[src/rtl/grf_wb_arbiter_pkg.sv]
// Shared types and constants for the general register file writeback arbiter.
// Holds the write-port record (pc / a3 / wd) carried through the MDU result FIFO
// and the output registers, plus the register-address width and the $0 address.
package grf_wb_arbiter_pkg;

  localparam int unsigned RegAddrW = 5;
  localparam logic [RegAddrW-1:0] ZeroReg = '0;

  typedef struct packed {
    logic [31:0]         pc;
    logic [RegAddrW-1:0] a3;
    logic [31:0]         wd;
  } wb_rec_t;

  // A record only produces a register-file write when it targets a real register.
  function automatic logic wb_rec_live(input wb_rec_t rec);
    return rec.a3 != ZeroReg;
  endfunction

endpackage

[src/rtl/grf_wb_arbiter_if.sv]
// Bus bundle for the writeback arbiter.
//   pipe_*  : in-order pipeline result stream (valid/ready, no buffering)
//   mdu_*   : multiply/divide unit result stream (valid/ready, buffered)
//   wb_*    : registered register-file write port plus committed-write counter
// Modport slave is the arbiter side; modport master is the producer/consumer side.
interface grf_wb_arbiter_if;
  import grf_wb_arbiter_pkg::*;

  logic                pipe_valid;
  logic                pipe_ready;
  logic [31:0]         pipe_pc;
  logic [RegAddrW-1:0] pipe_a3;
  logic [31:0]         pipe_wd;

  logic                mdu_valid;
  logic                mdu_ready;
  logic [31:0]         mdu_pc;
  logic [RegAddrW-1:0] mdu_a3;
  logic [31:0]         mdu_wd;

  logic                wb_we;
  logic [31:0]         wb_pc;
  logic [RegAddrW-1:0] wb_a3;
  logic [31:0]         wb_wd;
  logic [31:0]         wb_cnt;

  modport slave (
    input  pipe_valid, pipe_pc, pipe_a3, pipe_wd,
    output pipe_ready,
    input  mdu_valid, mdu_pc, mdu_a3, mdu_wd,
    output mdu_ready,
    output wb_we, wb_pc, wb_a3, wb_wd, wb_cnt
  );

  modport master (
    output pipe_valid, pipe_pc, pipe_a3, pipe_wd,
    input  pipe_ready,
    output mdu_valid, mdu_pc, mdu_a3, mdu_wd,
    input  mdu_ready,
    input  wb_we, wb_pc, wb_a3, wb_wd, wb_cnt
  );

endinterface

[src/rtl/wb_result_fifo.sv]
// Synchronous FIFO of write-port records buffering MDU results.
//   clk, reset     : clock, asynchronous active-low reset (empties the FIFO)
//   push_i/data_i  : enqueue request; ignored while full
//   pop_i          : dequeue request; ignored while empty
//   head_o         : current head record (valid when !empty_o)
//   full_o/empty_o : derived from registered pointers only
module wb_result_fifo
  import grf_wb_arbiter_pkg::*;
#(
  parameter int unsigned DEPTH = 2
) (
  input  logic    clk,
  input  logic    reset,
  input  logic    push_i,
  input  wb_rec_t data_i,
  input  logic    pop_i,
  output wb_rec_t head_o,
  output logic    full_o,
  output logic    empty_o
);

  localparam int unsigned PtrW = $clog2(DEPTH);

  // Pointers carry one wrap bit so full and empty are distinguishable.
  logic [PtrW:0] wr_ptr_q, wr_ptr_d;
  logic [PtrW:0] rd_ptr_q, rd_ptr_d;
  wb_rec_t       mem_q [DEPTH];
  wb_rec_t       mem_d [DEPTH];
  logic          do_push, do_pop;

  assign empty_o = (wr_ptr_q == rd_ptr_q);
  assign full_o  = (wr_ptr_q[PtrW] != rd_ptr_q[PtrW]) &&
                   (wr_ptr_q[PtrW-1:0] == rd_ptr_q[PtrW-1:0]);
  assign head_o  = mem_q[rd_ptr_q[PtrW-1:0]];

  assign do_push = push_i && !full_o;
  assign do_pop  = pop_i && !empty_o;

  always_comb begin
    wr_ptr_d = wr_ptr_q;
    rd_ptr_d = rd_ptr_q;
    mem_d    = mem_q;
    if (do_push) begin
      mem_d[wr_ptr_q[PtrW-1:0]] = data_i;
      wr_ptr_d = wr_ptr_q + {{PtrW{1'b0}}, 1'b1};
    end
    if (do_pop) begin
      rd_ptr_d = rd_ptr_q + {{PtrW{1'b0}}, 1'b1};
    end
  end

  always_ff @(posedge clk or negedge reset) begin
    if (!reset) begin
      wr_ptr_q <= '0;
      rd_ptr_q <= '0;
      for (int i = 0; i < int'(DEPTH); i++) mem_q[i] <= '0;
    end else begin
      wr_ptr_q <= wr_ptr_d;
      rd_ptr_q <= rd_ptr_d;
      mem_q    <= mem_d;
    end
  end

endmodule

[src/rtl/grf_wb_arbiter.sv]
// Writeback arbiter for the general register file's single write port.
// Merges the pipeline result stream (priority, unbuffered) with the buffered MDU
// result stream into one registered write per cycle, bounding MDU starvation.
//   clk, reset : clock, asynchronous active-low reset
//   bus        : pipe_* / mdu_* valid-ready inputs, wb_* registered write port,
//                wb_cnt committed-write counter (see grf_wb_arbiter_if)
module grf_wb_arbiter
  import grf_wb_arbiter_pkg::*;
#(
  parameter int unsigned MDU_DEPTH    = 2,
  parameter int unsigned STARVE_LIMIT = 4
) (
  input  logic                   clk,
  input  logic                   reset,
  grf_wb_arbiter_if.slave        bus
);

  localparam int unsigned CntW = $clog2(STARVE_LIMIT + 1);
  localparam logic [CntW-1:0] StarveLimit = CntW'(STARVE_LIMIT);

  wb_rec_t pipe_rec, fifo_head, sel_rec;
  logic    fifo_full, fifo_empty;
  logic    mdu_push, pipe_sel, fifo_pop, sel_valid;

  logic            starve_mode_q, starve_mode_d;
  logic [CntW-1:0] starve_cnt_q, starve_cnt_d;
  logic            wb_we_q, wb_we_d;
  wb_rec_t         wb_rec_q, wb_rec_d;
  logic [31:0]     wb_cnt_q, wb_cnt_d;

  assign pipe_rec.pc = bus.pipe_pc;
  assign pipe_rec.a3 = bus.pipe_a3;
  assign pipe_rec.wd = bus.pipe_wd;

  wb_result_fifo #(
    .DEPTH (MDU_DEPTH)
  ) u_fifo (
    .clk     (clk),
    .reset   (reset),
    .push_i  (mdu_push),
    .data_i  ('{pc: bus.mdu_pc, a3: bus.mdu_a3, wd: bus.mdu_wd}),
    .pop_i   (fifo_pop),
    .head_o  (fifo_head),
    .full_o  (fifo_full),
    .empty_o (fifo_empty)
  );

  // Both readies come from registered state only, so a same-cycle pop never frees
  // a slot for a same-cycle push.
  assign bus.mdu_ready  = !fifo_full;
  assign bus.pipe_ready = !starve_mode_q;

  assign mdu_push  = bus.mdu_valid && !fifo_full;
  assign pipe_sel  = bus.pipe_valid && !starve_mode_q;
  assign fifo_pop  = !pipe_sel && !fifo_empty;
  assign sel_valid = pipe_sel || fifo_pop;
  assign sel_rec   = pipe_sel ? pipe_rec : fifo_head;

  always_comb begin
    // $0 writes still consume the slot but never reach the register file.
    wb_we_d  = 1'b0;
    wb_rec_d = '0;
    if (sel_valid && wb_rec_live(sel_rec)) begin
      wb_we_d  = 1'b1;
      wb_rec_d = sel_rec;
    end

    wb_cnt_d = wb_cnt_q + {31'b0, wb_we_q};

    starve_cnt_d = starve_cnt_q;
    if (fifo_empty || fifo_pop) begin
      starve_cnt_d = '0;
    end else if (starve_cnt_q != StarveLimit) begin
      starve_cnt_d = starve_cnt_q + CntW'(1);
    end

    // Once the limit is hit the pipe is held off until the head has been popped.
    if (starve_mode_q) begin
      starve_mode_d = !fifo_pop;
    end else begin
      starve_mode_d = (starve_cnt_d == StarveLimit);
    end
  end

  always_ff @(posedge clk or negedge reset) begin
    if (!reset) begin
      starve_mode_q <= 1'b0;
      starve_cnt_q  <= '0;
      wb_we_q       <= 1'b0;
      wb_rec_q      <= '0;
      wb_cnt_q      <= '0;
    end else begin
      starve_mode_q <= starve_mode_d;
      starve_cnt_q  <= starve_cnt_d;
      wb_we_q       <= wb_we_d;
      wb_rec_q      <= wb_rec_d;
      wb_cnt_q      <= wb_cnt_d;
    end
  end

  assign bus.wb_we  = wb_we_q;
  assign bus.wb_pc  = wb_rec_q.pc;
  assign bus.wb_a3  = wb_rec_q.a3;
  assign bus.wb_wd  = wb_rec_q.wd;
  assign bus.wb_cnt = wb_cnt_q;

endmodule

[src/flat_wrapper.sv]
// flat-port wrapper written by rule: the top's interface ports become plain ports
module grf_wb_arbiter_flat import grf_wb_arbiter_pkg::*;
#(
  parameter int unsigned MDU_DEPTH    = 2,
  parameter int unsigned STARVE_LIMIT = 4
)
  (clk, reset, bus_pipe_valid, bus_pipe_pc, bus_pipe_a3, bus_pipe_wd, bus_pipe_ready, bus_mdu_valid, bus_mdu_pc, bus_mdu_a3, bus_mdu_wd, bus_mdu_ready, bus_wb_we, bus_wb_pc, bus_wb_a3, bus_wb_wd, bus_wb_cnt);
  grf_wb_arbiter_if bus_i ();
  input  logic clk;
  input  logic reset;
  input wire logic [$bits(bus_i.pipe_valid)-1:0] bus_pipe_valid;
  input wire logic [$bits(bus_i.pipe_pc)-1:0] bus_pipe_pc;
  input wire logic [$bits(bus_i.pipe_a3)-1:0] bus_pipe_a3;
  input wire logic [$bits(bus_i.pipe_wd)-1:0] bus_pipe_wd;
  output wire logic [$bits(bus_i.pipe_ready)-1:0] bus_pipe_ready;
  input wire logic [$bits(bus_i.mdu_valid)-1:0] bus_mdu_valid;
  input wire logic [$bits(bus_i.mdu_pc)-1:0] bus_mdu_pc;
  input wire logic [$bits(bus_i.mdu_a3)-1:0] bus_mdu_a3;
  input wire logic [$bits(bus_i.mdu_wd)-1:0] bus_mdu_wd;
  output wire logic [$bits(bus_i.mdu_ready)-1:0] bus_mdu_ready;
  output wire logic [$bits(bus_i.wb_we)-1:0] bus_wb_we;
  output wire logic [$bits(bus_i.wb_pc)-1:0] bus_wb_pc;
  output wire logic [$bits(bus_i.wb_a3)-1:0] bus_wb_a3;
  output wire logic [$bits(bus_i.wb_wd)-1:0] bus_wb_wd;
  output wire logic [$bits(bus_i.wb_cnt)-1:0] bus_wb_cnt;
  assign bus_i.pipe_valid = bus_pipe_valid;
  assign bus_i.pipe_pc = bus_pipe_pc;
  assign bus_i.pipe_a3 = bus_pipe_a3;
  assign bus_i.pipe_wd = bus_pipe_wd;
  assign bus_pipe_ready = bus_i.pipe_ready;
  assign bus_i.mdu_valid = bus_mdu_valid;
  assign bus_i.mdu_pc = bus_mdu_pc;
  assign bus_i.mdu_a3 = bus_mdu_a3;
  assign bus_i.mdu_wd = bus_mdu_wd;
  assign bus_mdu_ready = bus_i.mdu_ready;
  assign bus_wb_we = bus_i.wb_we;
  assign bus_wb_pc = bus_i.wb_pc;
  assign bus_wb_a3 = bus_i.wb_a3;
  assign bus_wb_wd = bus_i.wb_wd;
  assign bus_wb_cnt = bus_i.wb_cnt;
  grf_wb_arbiter #(.MDU_DEPTH(MDU_DEPTH), .STARVE_LIMIT(STARVE_LIMIT)) u_core (.clk(clk), .reset(reset), .bus(bus_i));
endmodule
[config.mk]
export PLATFORM = sky130hd
export DESIGN_NAME = grf_wb_arbiter_flat
export DESIGN_NICKNAME = d
export VERILOG_FILES = /design/src/rtl/grf_wb_arbiter_pkg.sv /design/src/rtl/grf_wb_arbiter_if.sv /design/src/rtl/wb_result_fifo.sv /design/src/rtl/grf_wb_arbiter.sv /design/src/flat_wrapper.sv
export SDC_FILE = /design/constraint.sdc
export NUM_CORES = 1
export LEC_CHECK = 0
export CORE_UTILIZATION = 55
export DETAILED_ROUTE_END_ITERATION = 10
export DONT_BUFFER_PORTS = 1
export MAX_ROUTING_LAYER = met4
export PLACE_DENSITY = 0.7
export REMOVE_ABC_BUFFERS = 1
export SETUP_SLACK_MARGIN = 0.02
export SLEW_MARGIN = 30
export SYNTH_ARGS = -nofsm -noshare
export SYNTH_HDL_FRONTEND = slang
export SYNTH_SLANG_ARGS = --single-unit
[constraint.sdc]
create_clock -name clk -period 2.3 [get_ports clk]
set_input_delay 0 -clock clk [delete_from_list [all_inputs] [get_ports clk]]
set_output_delay 0 -clock clk [all_outputs]
set_load 0.01 [all_outputs]
# Word-level counts from Yosys, hierarchy flattened

Index checks and enable logic that the tools add are counted.

Logic and storage cells: 57
Flip-flop bits (word level): 248
Bits of input ports: 142
Output and inout port bits: 104

Add/subtract/negate cells: 4
Bitwise gates (word level): 2
$lt $le $gt $ge: 3
Equal/unequal tests: 5
Multiplexer cells: 12
Reduce and logical (&&, ||, !) cells: 16

Operators with widths:

| operator                                                              | number |
|---|---|
| 69-bit 2-to-1 mux                                                     | 6 |
| 138-bit bitwise mux                                                   | 1 |
| 69-bit demux with 1-bit select                                        | 1 |
| 32-bit by 1-bit adder with 32-bit output                              | 1 |
| 1-bit logical AND                                                     | 8 |
| 3-bit 2-to-1 mux                                                      | 2 |
| 1-bit logical NOT                                                     | 5 |
| 5-bit nonzero test                                                    | 1 |
| 2-bit by 1-bit adder with 2-bit output (second input constant)        | 2 |
| 2-bit greater-or-equal comparator (second input constant)             | 2 |
| 1-bit inverter with 2-bit output                                      | 2 |
| 3-bit by 1-bit adder with 3-bit output (second input constant)        | 1 |
| 3-bit equality test (second input constant)                           | 1 |
| 3-bit inequality test (second input constant)                         | 1 |
| 2-bit equality test                                                   | 1 |
| 1-bit logical OR                                                      | 2 |
| 2-bit by 1-bit < comparator with 1-bit output (second input constant) | 1 |
| 1-bit 2-to-1 mux                                                      | 2 |
| 1-bit equality test                                                   | 1 |
| 1-bit inequality test                                                 | 1 |

# Logic depth before layout (Yosys ltp)

Depth after elaboration: 8
Gate-level depth with buffers: 7
Gate-level depth less buffers: 6

# Cells and area by module

From an unflattened synthesis, not the netlist that was laid out.

Cell total of the unflattened synthesis: 846
Area total of the unflattened synthesis: 10682.7 um2

Modules (own cells, without submodules):

| module         | area each (um2) | sequential area each (um2) | cells each | instances |
|---|---|---|---|---|
| wb_result_fifo | 6226.0          | 3553.4                     | 393        | 1 |
| grf_wb_arbiter | 4456.8          | 2652.5                     | 453        | 1 |

# Worst setup path after synthesis

OpenSTA, ideal clock, no wires.

Path type: flip-flop to flip-flop
Start: register u_core.u_fifo.rd_ptr_q[0]
End: register u_core.u_fifo.mem_q[127] in the netlist's numbering
Period minus slack after synthesis: 1.913 ns
Path slack: 0.387 ns
Buffers on the path: 3
Data required time: 2.175 ns
Arrival time: 1.789 ns
Stages on the path, launching flop included: 8
Setup time: 0.125 ns
Cell sequence: dfrtp_1 -> buf_6 -> xnor2_1 -> nand2b_1 -> nand3b_1 -> buf_4 -> buf_4 -> mux2_2

Word-level cells in the longest chain between the ends: 5

RTL lines:

| what                    | RTL line             | source |
|---|---|---|
| start, declared         | wb_result_fifo.sv:26 | `logic [PtrW:0] rd_ptr_q, rd_ptr_d;` |
| start signal, assigned  | wb_result_fifo.sv:59 | `rd_ptr_q <= rd_ptr_d;` |
| 1-bit equality test *   | wb_result_fifo.sv:33 | `(wr_ptr_q[PtrW-1:0] == rd_ptr_q[PtrW-1:0]);` |
| 1-bit logical AND *     | wb_result_fifo.sv:32 | `assign full_o = (wr_ptr_q[PtrW] != rd_ptr_q[PtrW]) &&` |
| 1-bit logical NOT *     | n/a                  |  |
| named net bus_mdu_ready | flat_wrapper.sv:20   | `output wire logic [$bits(bus_i.mdu_ready)-1:0] bus_mdu_ready;` |
| 1-bit logical AND       | grf_wb_arbiter.sv:53 | `assign mdu_push = bus.mdu_valid && !fifo_full;` |
| 1-bit logical AND *     | wb_result_fifo.sv:36 | `assign do_push = push_i && !full_o;` |
| end signal, assigned    | wb_result_fifo.sv:60 | `mem_q <= mem_d;` |
| end, declared           | wb_result_fifo.sv:27 | `wb_rec_t mem_q [DEPTH];` |

Mark *: on every way through the listed nets, which the timed path passes. The rest lies on a longest branch.
A chain may end at the register's enable or synchronous reset.

==> impl_metrics.csv <==
group,metric,value,unit
cts,clk_slew_on_worst_s_h_paths,0.06,ns
global_route,antenna_found_initial,0,
critical_path,crit_path_start_kind,"register",
route,drt.antenna.violating_nets,0,
global_route,grt_overflow_total,0,
cts,cts_hold_buf,144,
power_and_ir_drop,power.density,1390,nW/um^2
timing,timing.final.max_slew_violations,0,
placed_design,dpl_worst_slack,0.133,ns
synth,yosysTopAreaCellShare,58.0,%
die,pin_count,246,
die,row_count,50,
critical_path,setup.worst_path.start,"u_core.u_fifo.rd_ptr_q[0]",
critical_path,worst_path_max_delay_cell,"sky130_fd_sc_hd__dfrtp_4",
route,dr_total_vias,7181,
die,die-height,141,um
critical_path,critPathMaxFanout,36,
synth,synth_cell_type_count,30,
cts,cts_max_level,1,
die,design.die.area,20000,um^2
cts,cts_num_sinks,248,
final_layout,antenna_cells_inserted,0,
timing,timing.max_slew.rel_slack,52.9,%
final_layout,final.fill_count,1292,
route,drt_pre_antenna_iters,5,
placed_design,half_perimeter_wire_length_after_placement,14900,um
critical_path,timing.rr.start,"u_core.u_fifo.rd_ptr_q[0]",
timing,final.min_clock_period,2.11,ns
cts,clock_insertion_delay_worst_skew,0.52,ns
status,status,"finished, violations left",
power_and_ir_drop,worst_ir_drop_vdd,0.766,mV
final_layout,drive_gt1_share,21.6,%
critical_path,worst-endpoint-arrival,2.47,ns
timing,period_share,91.8,%
route,drt_drc_violations_left,0,
critical_path,cp-end-kind,"register",
timing,fmaxAchievable,474,MHz
critical_path,crit_family,"multiplexers",
route,initialDrtViolationCount,313,
worst_hold_path,worstHoldPathType,"in2async",
global_route,vias_in_the_first_global_route,7934,
final_layout,most_common_library_cell_in_the_layout_ignoring_fill_and_taps,"sky130_fd_sc_hd__dfrtp_1",
global_route,grt_start_max_net_pins,249,
timing,hold_viol,248,
die,design.core.area,18900,um^2
cts,root_buffer,"sky130_fd_sc_hd__clkbuf_16",
synth,yosys-top-cells-area,"sky130_fd_sc_hd__dfrtp_1, sky130_fd_sc_hd__mux2_2, sky130_fd_sc_hd__mux2i_1",
cts,tritoncts,"built",
final_layout,final_cell_mix,"sky130_fd_sc_hd__dfrtp_1, sky130_fd_sc_hd__mux2_2, sky130_fd_sc_hd__dlygate4sd3_1, sky130_fd_sc_hd__nand2_1, sky130_fd_sc_hd__a21oi_1",
status,failed_checks,"hold timing",
timing,final.setup.worst_slack,0.189,ns
die,floorplan.initialDensity,56.6,%
timing,setup-violations-final,0,
global_route,global_route_wire_length_before_repair,39200,um
synth,synth_area_per_cell,12.8,um^2
critical_path,cp.required,2.66,ns
route,total_wire_length_after_detailed_routing,24600,um
critical_path,critical_setup_path_class,"reg2reg",
synth,postSynthRegisterBits,248,
cts,post-cts-setup-buffers,0,
cts,cts_buffers,26,
timing,holdWs,-0.808,ns
synth,post_synth_inst_count,838,
synth,post_synthesis_sequential_area_ratio,58.0,%
power_and_ir_drop,cellLeakagePower,5.81,nW
final_layout,nNetsFinal,1116,
timing,worst-slew-pin-transition,0.707,ns
synth,synth_top_cell_by_area,"sky130_fd_sc_hd__dfrtp_1",
job,max_cap_violations,0,
placed_design,portBuffers,0,
global_route,globalRouteTotalUtil,25.6,%
route,wl_per_cell,19.7,um
timing,skew,0.0180,ns
critical_path,crit_path_max_incr_delay,0.53,ns
die,die_w,141,um
timing,grt_setup_unrepaired,"false",
synth,synth.yosys.warnings,0,
cts,clock_path_buffers,3,
synth,syn_area,10700,um^2
final_layout,syn2layout_area_growth,24.5,%
route,routed_via_density,5.75,
placed_design,place.gp.congestion,0.778,
critical_path,path_cells,"mux2_1 -> mux2_2 -> nor4_4 -> buf_12 -> a21oi_1",
critical_path,crit_buf_inv,1,
-- layer usage --
layer	routed length, um	track usage (%)
met1	9730	29.3
met2	12700	45.4
met3	1460	4.72
met4	680	8.66
met5	0	-
-- cell usage after synthesis --
library cell               count
sky130_fd_sc_hd__nor4_2        2
sky130_fd_sc_hd__mux2_1        1
sky130_fd_sc_hd__buf_6         6
sky130_fd_sc_hd__and2_1        5
sky130_fd_sc_hd__nor2b_1       1
sky130_fd_sc_hd__mux2i_1      65
sky130_fd_sc_hd__mux2_2      145
sky130_fd_sc_hd__xor2_1        7
sky130_fd_sc_hd__nor2_1       10
sky130_fd_sc_hd__o211ai_1     64
sky130_fd_sc_hd__buf_4         3
sky130_fd_sc_hd__nand2_1      79
sky130_fd_sc_hd__a21oi_1      67
sky130_fd_sc_hd__xnor2_1      30
sky130_fd_sc_hd__and3_1        5
sky130_fd_sc_hd__nand3b_1      1
sky130_fd_sc_hd__ha_1          4
sky130_fd_sc_hd__nand3_1      18
sky130_fd_sc_hd__nand4_1       9
sky130_fd_sc_hd__clkbuf_1     27
sky130_fd_sc_hd__buf_1         2
sky130_fd_sc_hd__inv_1         5
sky130_fd_sc_hd__nand2b_1      2
sky130_fd_sc_hd__nor4_4        1
sky130_fd_sc_hd__a31oi_1       1
sky130_fd_sc_hd__o41ai_1       1
sky130_fd_sc_hd__nor3_1        3
sky130_fd_sc_hd__and4_1        5
sky130_fd_sc_hd__buf_2        21
sky130_fd_sc_hd__dfrtp_1     248
-- cell families (layout without fill, tap and decap cells) --
family | Yosys count | after routing | synth area share, %
multiplexers | 211 | 211 | 21.4
XOR/XNOR | 37 | 37 | 3.03
buffers and inverters | 64 | 214 | 3.02
AND/OR/NAND/NOR | 141 | 141 | 6.30
AO/OA/AOI/OAI | 133 | 133 | 7.76
flip-flops | 248 | 248 | 58.0
adder cells (fa/ha/maj) | 4 | 4 | 0.468
-- area by class of cell --
| cell class | count | area (um^2) | area share [%] |
|---|---|---|---|
| flip-flops and latches | 248 | 6210 | 46.6 |
| multi-input cells | 526 | 4210 | 31.6 |
| repair buffers | 163 | 1680 | 12.6 |
| clock buffers | 37 | 763 | 5.73 |
| well taps | 260 | 325 | 2.44 |
| clock inverters | 9 | 126 | 0.948 |
| inverters | 5 | 18.8 | 0.141 |
-- per-stage QoR --
stage	setup TNS, ns	util, %	cell area, um^2	total power, mW	cells
after CTS	0	70.5	13300	18.5	1248
final	0	70.5	13300	18.5	1248
after global placement	0	58.2	11000	13.5	1058
after global routing	0	70.5	13300	19.6	1248
after detailed placement	0	58.2	11000	13.9	1058
after floorplan	-684.16	-	10400	12.5	779
-- path summary, 6_finish.rpt --
path / slack (ns) / to / depth (start not counted)
worst max-delay path: 0.19 / u_core.bus.wb_pc[28] / 5
worst min-delay path: -0.81 / u_core.bus.wb_cnt[6] / 0
max in group asynchronous: 2.69 / u_core.bus.wb_pc[11] / 0
worst min register to register: 0.49 / u_core.u_fifo.rd_ptr_q[1] / 1
min in group clk: 0.13 / u_core.u_fifo.mem_q[102] / 3
worst max register to register: 0.19 / u_core.bus.wb_pc[28] / 5
-- registers in the layout (all words and copies together), names as in the netlist --
signal                  flops
u_core.bus.wb_wd           32
u_core.bus.wb_cnt          32
u_core.bus.wb_a3            5
u_core.bus.wb_we            1
u_core.u_fifo.mem_q       138
u_core.u_fifo.wr_ptr_q      2
u_core.starve_mode_q        1
u_core.starve_cnt_q         3
u_core.u_fifo.rd_ptr_q      2
u_core.bus.wb_pc           32
-- where the power goes --
group	total [mW]	internal [mW]	leakage (nW)	switching, mW
clock	4.29	2.63	0.437	1.65
combinational	6.36	3.34	2.38	3.02
sequential	7.87	6.42	2.99	1.45
total	18.5	12.4	5.81	6.13
-- timing repair --
action	CTS	global route
hold endpoints to repair	460	248
setup endpoints to repair	0	15
resized for setup	0	1
Note: power is estimated with default switching activity, not from simulation.
